<file path="config.mk">
export PLATFORM = sky130hd
export DESIGN_NAME = mp3_resp_rx_flat
export DESIGN_NICKNAME = d
export VERILOG_FILES = /design/src/rtl/mp3_resp_rx_pkg.sv /design/src/rtl/mp3_resp_rx_if.sv /design/src/rtl/mp3_resp_rx_uart_rx_byte.sv /design/src/rtl/mp3_resp_rx.sv /design/src/flat_wrapper.sv
export SDC_FILE = /design/constraint.sdc
export NUM_CORES = 1
export LEC_CHECK = 0
export ABC_CLOCK_PERIOD_IN_PS = 4480
export CORE_ASPECT_RATIO = 1.2
export CORE_MARGIN = 2
export CORE_UTILIZATION = 40
export CTS_CLUSTER_DIAMETER = 150
export CTS_CLUSTER_SIZE = 25
export DETAILED_ROUTE_END_ITERATION = 8
export SLEW_MARGIN = 20
export SYNTH_ARGS = -nofsm -noshare
export SYNTH_HDL_FRONTEND = slang
export SYNTH_SLANG_ARGS = --single-unit
export TNS_END_PERCENT = 1
</file>
<file path="constraint.sdc">
create_clock -name clk -period 4.48 [get_ports clk]
set_input_delay 0.448 -clock clk [delete_from_list [all_inputs] [get_ports clk]]
set_output_delay 0.448 -clock clk [all_outputs]
set_load 0.02 [all_outputs]
</file>
<file path="src/rtl/mp3_resp_rx_pkg.sv">
// rtl/mp3_resp_rx_pkg.sv - shared MP3 reply frame constants and state encodings
package mp3_resp_rx_pkg;

    localparam logic [7:0] MP3_SOF = 8'h7E;
    localparam logic [7:0] MP3_EOF = 8'hEF;
    localparam logic [7:0] MP3_LEN = 8'h04;

    typedef enum logic [2:0] {
        F_SOF,
        F_LEN,
        F_CMD,
        F_DH,
        F_DL,
        F_EOF
    } frame_state_t;

    typedef enum logic [1:0] {
        IDLE,
        START,
        DATA,
        STOP
    } rx_state_t;

endpackage

</file>
<file path="src/rtl/mp3_resp_rx_if.sv">
// rtl/mp3_resp_rx_if.sv - reply strobes and held reply fields from the MP3 reply parser
interface mp3_resp_rx_if;

    logic        resp_valid;
    logic [7:0]  resp_cmd;
    logic [15:0] resp_data;
    logic        track_done;
    logic        frame_err;
    logic        busy;

    modport master (
        output resp_valid, resp_cmd, resp_data, track_done, frame_err, busy
    );

    modport slave (
        input resp_valid, resp_cmd, resp_data, track_done, frame_err, busy
    );

endinterface

</file>
<file path="src/rtl/mp3_resp_rx_uart_rx_byte.sv">
// rtl/mp3_resp_rx_uart_rx_byte.sv - 2-FF synchroniser and 8N1 byte receiver
module uart_rx_byte
    import mp3_resp_rx_pkg::*;
#(
    parameter int CLKS_PER_BIT = 5208
) (
    input  logic       clk,
    input  logic       rst,
    input  logic       rx,
    output logic [7:0] byte_data,
    output logic       byte_valid,
    output logic       byte_err,
    output logic       rx_active
);

    localparam int CW = $clog2(CLKS_PER_BIT);
    localparam logic [CW-1:0] HALF = CW'(CLKS_PER_BIT / 2 - 1);
    localparam logic [CW-1:0] FULL = CW'(CLKS_PER_BIT - 1);

    logic [1:0]    sync_q;
    logic          last_q;
    logic          rx_s;
    rx_state_t     state, state_n;
    logic [CW-1:0] cnt, cnt_n;
    logic [2:0]    bit_idx, bit_n;
    logic [7:0]    shreg, shreg_n;
    logic          valid_n, err_n;

    assign rx_s      = sync_q[1];
    assign byte_data = shreg;
    assign rx_active = (state != IDLE);

    always_ff @(posedge clk) begin
        if (rst) begin
            sync_q     <= 2'b11;
            last_q     <= 1'b1;
            state      <= IDLE;
            cnt        <= '0;
            bit_idx    <= '0;
            shreg      <= '0;
            byte_valid <= 1'b0;
            byte_err   <= 1'b0;
        end else begin
            sync_q     <= {sync_q[0], rx};
            last_q     <= rx_s;
            state      <= state_n;
            cnt        <= cnt_n;
            bit_idx    <= bit_n;
            shreg      <= shreg_n;
            byte_valid <= valid_n;
            byte_err   <= err_n;
        end
    end

    // Counter restarts at every sample point so each sample lands mid-bit.
    always_comb begin
        state_n = state;
        cnt_n   = cnt + 1'b1;
        bit_n   = bit_idx;
        shreg_n = shreg;
        valid_n = 1'b0;
        err_n   = 1'b0;
        case (state)
            IDLE: begin
                cnt_n = '0;
                if (last_q && !rx_s) begin
                    state_n = START;
                end
            end
            START: begin
                if (cnt == HALF) begin
                    cnt_n   = '0;
                    bit_n   = '0;
                    state_n = rx_s ? IDLE : DATA;
                end
            end
            DATA: begin
                if (cnt == FULL) begin
                    cnt_n   = '0;
                    shreg_n = {rx_s, shreg[7:1]};
                    bit_n   = bit_idx + 3'd1;
                    if (bit_idx == 3'd7) begin
                        state_n = STOP;
                    end
                end
            end
            STOP: begin
                if (cnt == FULL) begin
                    cnt_n   = '0;
                    valid_n = rx_s;
                    err_n   = !rx_s;
                    state_n = IDLE;
                end
            end
            default: state_n = IDLE;
        endcase
    end

endmodule

</file>
<file path="src/rtl/mp3_resp_rx.sv">
// rtl/mp3_resp_rx.sv - MP3 player reply receiver: 7E 04 CMD DH DL EF frame parser with timeout
module mp3_resp_rx
    import mp3_resp_rx_pkg::*;
#(
    parameter int         CLKS_PER_BIT = 5208,
    parameter int         TIMEOUT_BITS = 20,
    parameter logic [7:0] DONE_CMD     = 8'h3D
) (
    input  logic           clk,
    input  logic           rst,
    input  logic           data_rx,
    mp3_resp_rx_if.master  resp
);

    localparam int TLIMIT = TIMEOUT_BITS * CLKS_PER_BIT;
    localparam int TW     = $clog2(TLIMIT + 1);

    logic [7:0]   byte_data;
    logic         byte_valid, byte_err, rx_active;
    frame_state_t fstate, fstate_n;
    logic [7:0]   shd_cmd, shd_dh, shd_dl, cmd_n, dh_n, dl_n;
    logic [7:0]   out_cmd, out_cmd_n;
    logic [15:0]  out_data, out_data_n;
    logic         valid_q, valid_n, done_q, done_n, err_q, err_n;
    logic [TW-1:0] tcnt;
    logic         timeout;

    uart_rx_byte #(.CLKS_PER_BIT(CLKS_PER_BIT)) u_rx (
        .clk        (clk),
        .rst        (rst),
        .rx         (data_rx),
        .byte_data  (byte_data),
        .byte_valid (byte_valid),
        .byte_err   (byte_err),
        .rx_active  (rx_active)
    );

    assign resp.resp_valid = valid_q;
    assign resp.resp_cmd   = out_cmd;
    assign resp.resp_data  = out_data;
    assign resp.track_done = done_q;
    assign resp.frame_err  = err_q;
    assign resp.busy       = (fstate != F_SOF);

    assign timeout = (fstate != F_SOF) && !rx_active && !byte_valid && (tcnt == TW'(TLIMIT));

    always_ff @(posedge clk) begin
        if (rst) begin
            fstate   <= F_SOF;
            shd_cmd  <= '0;
            shd_dh   <= '0;
            shd_dl   <= '0;
            out_cmd  <= '0;
            out_data <= '0;
            valid_q  <= 1'b0;
            done_q   <= 1'b0;
            err_q    <= 1'b0;
            tcnt     <= '0;
        end else begin
            fstate   <= fstate_n;
            shd_cmd  <= cmd_n;
            shd_dh   <= dh_n;
            shd_dl   <= dl_n;
            out_cmd  <= out_cmd_n;
            out_data <= out_data_n;
            valid_q  <= valid_n;
            done_q   <= done_n;
            err_q    <= err_n;
            // Saturating idle counter; only meaningful mid-frame.
            if (byte_valid || rx_active || fstate == F_SOF) begin
                tcnt <= '0;
            end else if (tcnt != TW'(TLIMIT)) begin
                tcnt <= tcnt + 1'b1;
            end
        end
    end

    always_comb begin
        fstate_n   = fstate;
        cmd_n      = shd_cmd;
        dh_n       = shd_dh;
        dl_n       = shd_dl;
        out_cmd_n  = out_cmd;
        out_data_n = out_data;
        valid_n    = 1'b0;
        done_n     = 1'b0;
        err_n      = 1'b0;
        if (timeout || (byte_err && fstate != F_SOF)) begin
            err_n    = 1'b1;
            fstate_n = F_SOF;
        end else if (byte_valid) begin
            case (fstate)
                F_SOF: if (byte_data == MP3_SOF) fstate_n = F_LEN;
                F_LEN: begin
                    if (byte_data == MP3_LEN) begin
                        fstate_n = F_CMD;
                    end else begin
                        err_n    = 1'b1;
                        fstate_n = F_SOF;
                    end
                end
                F_CMD: begin
                    cmd_n    = byte_data;
                    fstate_n = F_DH;
                end
                F_DH: begin
                    dh_n     = byte_data;
                    fstate_n = F_DL;
                end
                F_DL: begin
                    dl_n     = byte_data;
                    fstate_n = F_EOF;
                end
                F_EOF: begin
                    fstate_n = F_SOF;
                    if (byte_data == MP3_EOF) begin
                        valid_n    = 1'b1;
                        done_n     = (shd_cmd == DONE_CMD);
                        out_cmd_n  = shd_cmd;
                        out_data_n = {shd_dh, shd_dl};
                    end else begin
                        err_n = 1'b1;
                    end
                end
                default: fstate_n = F_SOF;
            endcase
        end
    end

endmodule

</file>
<file path="src/flat_wrapper.sv">
// flat-port wrapper written by rule: the top's interface ports become plain ports
module mp3_resp_rx_flat import mp3_resp_rx_pkg::*;
#(
    parameter int         CLKS_PER_BIT = 5208,
    parameter int         TIMEOUT_BITS = 20,
    parameter logic [7:0] DONE_CMD     = 8'h3D
)
  (clk, rst, data_rx, resp_resp_valid, resp_resp_cmd, resp_resp_data, resp_track_done, resp_frame_err, resp_busy);
  mp3_resp_rx_if resp_i ();
  input  logic clk;
  input  logic rst;
  input  logic data_rx;
  output wire logic [$bits(resp_i.resp_valid)-1:0] resp_resp_valid;
  output wire logic [$bits(resp_i.resp_cmd)-1:0] resp_resp_cmd;
  output wire logic [$bits(resp_i.resp_data)-1:0] resp_resp_data;
  output wire logic [$bits(resp_i.track_done)-1:0] resp_track_done;
  output wire logic [$bits(resp_i.frame_err)-1:0] resp_frame_err;
  output wire logic [$bits(resp_i.busy)-1:0] resp_busy;
  assign resp_resp_valid = resp_i.resp_valid;
  assign resp_resp_cmd = resp_i.resp_cmd;
  assign resp_resp_data = resp_i.resp_data;
  assign resp_track_done = resp_i.track_done;
  assign resp_frame_err = resp_i.frame_err;
  assign resp_busy = resp_i.busy;
  mp3_resp_rx #(.CLKS_PER_BIT(CLKS_PER_BIT), .TIMEOUT_BITS(TIMEOUT_BITS), .DONE_CMD(DONE_CMD)) u_core (.clk(clk), .rst(rst), .data_rx(data_rx), .resp(resp_i));
endmodule
</file>
==> results.py <==
metrics = {
    "timing": {
        "skew_ps": 11.0,
        "rsz0062_at_grt": "false",
        "max_freq_mhz": 436,
        "final_hold_viol_count": 0,
        "tightest_slew_ps": 846,
        "setup_viol": 0,
        "period_minus_slack_ps": 2290,
        "setup_ws_ps": 2190,
        "slew_viol_final": 0,
        "slew_headroom_pct": 43.6,
        "period_share_pct": 51.2,
        "tns_ps": 0,
    },
    "clock_network": {
        "cts_resized": 0,
        "cts_hold_buf": 0,
        "cts_max_level": 3,
        "cts_setup_buffers": 0,
        "clockBufferDepth": 2,
        "clk_pin_slew_ps": 70,
        "clk_latency_ps": 350,
        "root_buffer": "clkbuf_16",
        "cts.sinks": 102,
        "cts_buffers": 9,
        "cts_tree": "done",
    },
    "power_and_ir_drop": {
        "ir_drop_uv": 227,
        "internal_power_mw": 1.40,
        "leakage_nw": 1.74,
        "p_switching_mw": 0.360,
        "clkPwrFrac_pct": 47.4,
        "seqPwrFrac_pct": 51.6,
        "comb_power_share_pct": 1.0,
        "netSwitchingFraction_pct": 20.4,
        "power_density_mw_per_mm2": 357,
        "power_mw": 1.76,
    },
    "yosys": {
        "synthMuxAreaShare_pct": 5.76,
        "synth_seq_cells": 102,
        "synthFlopType": "dfxtp_1",
        "synthArstFlopShare_pct": 0,
        "synth-xor-area-share_pct": 4.84,
        "syn_area_per_cell_um2": 9.07,
        "syn_area_mm2": 0.00434,
        "synth-compound-area-share_pct": 9.99,
        "synth-simple-area-share_pct": 26.0,
        "yosysWarnings": 0,
        "ys_types": 50,
        "synth_edf_count": 0,
        "synth_top_family_by_area": "simple AND/OR/NAND/NOR gates",
        "seq_area_frac_synth_pct": 47.0,
        "synthAdderAreaFrac_pct": 1.44,
        "syn_nets": 487,
        "netlist_instances": 479,
    },
    "flow_run": {
        "maxCapViolCount": 0,
    },
    "cells_and_area": {
        "syn_to_final_growth_pct": 13.7,
        "fin_cells": 623,
        "n_antenna_cell": 0,
        "nNetsFinal": 497,
        "final_util_pct": 46.7,
        "layout-drive-gt1-share_pct": 6.48,
        "nFillCells": 1043,
    },
    "critical_path": {
        "crit_family": "buffers and inverters",
        "slowest_stage": "clkdlybuf4s50_1",
        "required_ps": 4030,
        "r2r_setup_slack_ps": 2400,
        "timing.critical_path.from": "u_core.fstate[0]",
        "path_max_fanout": 10,
        "critPathBufInv": 1,
        "worstSetupStartpointType": "flop",
        "criticalPathCategory": "flop to output port",
        "rr_startpoint": "u_core.u_rx.byte_data[6]",
        "cpPeakStageDelay_ps": 590,
        "reg2reg_to": "u_core.resp.resp_data[0]",
        "cp-end-kind": "output port",
        "crit_end": "resp_busy",
        "critPathArrivalTime_ps": 1840,
        "cp.depth": 2,
        "path_cells": "or3_1 -> clkdlybuf4s50_1",
        "reg2reg_depth": 4,
    },
    "placement": {
        "dp_hpwl_um": 6130,
        "place_congestion": 0.768,
        "io_buffer_count": 30,
        "dp.cells": 607,
        "post-place-ws_ps": 2230,
    },
    "global_route": {
        "grt_max_degree": 49,
        "grt-ovfl-total": 0,
        "grt_pass1_vias": 3202,
        "grt.total_usage_pct": 16.6,
        "antenna_found_initial": 0,
        "grt_pass1_wl_um": 15800,
    },
    "route": {
        "wl_per_cell_um": 14.6,
        "postRouteAntennaNets": 0,
        "vias_per_cell": 5.34,
        "drt_pass1_iterations": 4,
        "route.detailed.drc": 0,
        "via_count": 3324,
        "drt_wl_total_um": 9100,
        "drt_iter0_drc": 140,
    },
    "floorplanning": {
        "io_pins": 31,
        "core_mm2": 0.0106,
        "start_util_pct": 41.1,
        "die_w_um": 99.1,
        "die-height_um": 118,
        "die_area_mm2": 0.0117,
        "rows": 41,
    },
    "status": {
        "status": "finished clean",
    },
    "worst_hold_path": {
        "hold_path.class": "flop to flop",
        "hp-start": "u_core.u_rx.sync_q[0]",
    },
}
worst register-to-register path, stage by stage (launching register included):
cell,delay [ps]
dfxtp_1,510
and4_1,310
nand4_2,600
o21ai_0,430
a21oi_1,100
Yosys cell counts, drive strengths merged (3+ instances only):
cell,n,area share (%)
dfxtp,102,47
o21ai,30,3.5
inv,7,0.60
and4b,3,0.69
or3,3,0.43
mux2i,25,5.8
clkbuf,13,1.1
nor3,6,0.81
ha,5,1.4
nand4,19,2.9
buf,19,3.3
nand2,32,2.9
xor2,17,3.4
nand3,41,4.8
nand2b,4,0.58
and4,8,1.6
a21oi,42,4.8
and2,4,0.63
nor4,3,0.43
nor4b,5,1.8
and3,3,0.43
nor2,58,5.0
nor2b,5,0.72
xnor2,7,1.4
kinds of logic (layout without fill, tap and decap cells):
kind of cell	Yosys count	in the layout
buffers and inverters	39	54
XOR/XNOR	24	24
multiplexers	25	25
AO/OA/AOI/OAI	80	80
adder cells (fa/ha/maj)	5	5
flip-flops	102	102
AND/OR/NAND/NOR	204	204
flip-flops by register name (all words and copies together) (netlist names), 8 cells and up, named ones only:
signal and count:
u_core.resp.resp_cmd 8, u_core.u_rx.cnt 13, u_core.shd_dl 8, u_core.u_rx.byte_data 8, u_core.shd_cmd 8, u_core.tcnt 17
u_core.resp.resp_data 16, u_core.shd_dh 8
cells in the final DEF, fill, tap and decap left out, types with 3 or more instances in the layout:
master,synthesis,layout
xnor2_1,7,7
nand2b_1,4,4
o21ai_1,19,19
inv_1,7,7
xor2_1,17,17
nor4_1,3,3
mux2i_1,25,25
clkbuf_16,0,9
ha_1,5,5
or3_1,3,3
nor2b_1,5,5
nand3_1,40,40
clkdlybuf4s50_1,0,29
and3_1,3,3
dfxtp_1,102,102
o21ai_0,11,11
and2_1,3,3
nand2_1,31,31
a21oi_1,42,42
nand4_1,18,18
nor3_1,5,5
and4_1,8,8
nor2_1,58,58
and4b_1,3,3
area by class of cell:
cell class                      count  area (um2)  share of cell area [%]
Inverter                            7        26.3                   0.532
Clock inverter                      7        95.1                    1.93
Sequential cell                   102        2040                    41.4
Tap cell                          129         161                    3.27
Multi-Input combinational cell    338        2080                    42.2
Clock buffer                        9         225                    4.56
Timing Repair Buffer               31         303                    6.13
metrics by stage:
| step | hold WS, ps | area, um2 |
|---|---|---|
| 2_1_floorplan | 389 | 4340 |
| 4_1_cts | 412 | 4940 |
| 5_1_grt | 429 | 4940 |
| 3_5_place_dp | 394 | 4620 |
| 6_report | 415 | 4940 |
| 3_3_place_gp | 392 | 4620 |
worst min path at each step:
stage / end / depth (start not counted)
after floorplan: u_core.u_rx.sync_q[1] / 1
after global placement: u_core.u_rx.sync_q[1] / 1
after detailed placement: u_core.u_rx.sync_q[1] / 1
after CTS: u_core.u_rx.sync_q[1] / 1
after global routing: u_core.u_rx.sync_q[1] / 1
final: u_core.u_rx.sync_q[1] / 1
metal layers:
layer	vias to the layer above	part of all wire, %	GRT usage, %
met1	1559	49	22.4
met5	-	0	0
li1	1706	-	-
met2	49	47	25.9
met3	10	2.7	2.72
met4	0	1.8	7.19
power groups by stage:
stage               clock network (mW)  logic [mW]  registers, mW
finish                           0.837      0.0174          0.909
global route                     0.893      0.0200          0.909
CTS                              0.854      0.0177          0.909
detailed placement                   0      0.0177          0.930
global placement                     0      0.0174          0.930
floorplan                            0      0.0132          0.930
Note: power is estimated with default switching activity, not from simulation.
==> edit (same settings) <==
`TIMEOUT_BITS` is set to 20 in 2 places; all go to 10.
--- a/src/rtl/mp3_resp_rx.sv
+++ b/src/rtl/mp3_resp_rx.sv
@@ -5,3 +5,3 @@
     parameter int         CLKS_PER_BIT = 5208,
-    parameter int         TIMEOUT_BITS = 20,
+    parameter int         TIMEOUT_BITS = 10,
     parameter logic [7:0] DONE_CMD     = 8'h3D
--- a/src/flat_wrapper.sv
+++ b/src/flat_wrapper.sv
@@ -4,3 +4,3 @@
     parameter int         CLKS_PER_BIT = 5208,
-    parameter int         TIMEOUT_BITS = 20,
+    parameter int         TIMEOUT_BITS = 10,
     parameter logic [7:0] DONE_CMD     = 8'h3D
Function: same outputs for any inputs over 10 cycles, from zero or initial values and one cycle with rst high; that may be too few to reach the edited logic, so the function may still have changed.
==> edit against the original RTL <==
Utilization up 1.4 points; sequential cell count is 1 lower; power shrank 6.1%; die area shrank 4.2%; clock power fell by 12%; critical path type unchanged; via count is 2.0% lower; area after synthesis is 4.3% lower; sequential power is 0.9% lower; worst setup slack worse by 190 ps; critical endpoint unchanged; non-clock buffer count grew 2; final area down 1.9%; wire length is 9.3% lower; synthesized cell count down 0.63%.
==> edit: results <==
[status]
status = "finished, final reports clean"

[worst_setup_path]
worstRegToRegCells = 5
r2r-start = "u_core.u_rx.cnt[0]$_SDFF_PP0_"
worst_r2r_endpoint = "u_core.u_rx.bit_idx[1]$_SDFFE_PP0P_"
critical_path.max_fanout = 19
crit_start = "u_core.fstate[2]$_SDFFE_PP0P_"

[timing]
relSlewSlack = 0.403
holdWs_ps = 335
skew_ps = 7.76

[placement]
dp_hpwl_um = 5590
gp_congestion = 0.869

[power]
ir_drop_mv = 0.170
cellLeakagePower_nw = 1.56
power_density_mw_per_mm2 = 342

[finish]
fill_cells = 994
fin_nets = 503

[logic_synthesis]
synth_xor_area_frac = 0.0464
syn_nets = 484
synth_cell_types = 47
yosys.area_share.adder = 0.0151
synth_compound_gate_area_share = 0.0744
synthTopCellsByArea = "dfxtp_1 (49%), nand2_1 (6.4%), mux2i_1 (6.3%), nor2_1 (5.2%), a21oi_1 (4.8%)"
yosysSeqAreaShare = 0.486
netlist_top_cells_count = "dfxtp_1 (101), nand2_1 (71), nor2_1 (58)"

[grt]
grt_pass1_wl_um = 14400
grt_pass1_vias = 3122
track_usage = 0.156

[min_path]
hold_class = "in -> reg"
min_path_cells = 2
hold_start = "rst"

[detailed_routing]
finalWirelength_um = 8260
vias_per_cell = 5.21
==> edit: through the flow <==
stage | area (um2) | utilization | cells | setup WS [ps]
2_1_floorplan | 4160 | - | 476 | 2660
3_3_place_gp | 4530 | 0.450 | 608 | 2110
3_5_place_dp | 4530 | 0.450 | 608 | 1960
4_1_cts | 4810 | 0.478 | 624 | 1950
5_1_grt | 4840 | 0.481 | 626 | 1680
6_report | 4840 | 0.481 | 626 | 2000
==> edit: layer usage <==
metal,global-route usage,share of wire,vias to the layer above
met4,0.0883,0.022,0
met5,0,0,-
li1,-,-,1684
met2,0.266,0.49,51
met3,0.0235,0.030,12
met1,0.189,0.46,1512
==> edit: layout make-up <==
class | instances | area share
inverters | 11 | 0.00853
repair buffers | 33 | 0.0669
clock buffers | 9 | 0.0465
well taps | 126 | 0.0326
multi-input cells | 339 | 0.416
clock inverters | 7 | 0.0124
flip-flops and latches | 101 | 0.418
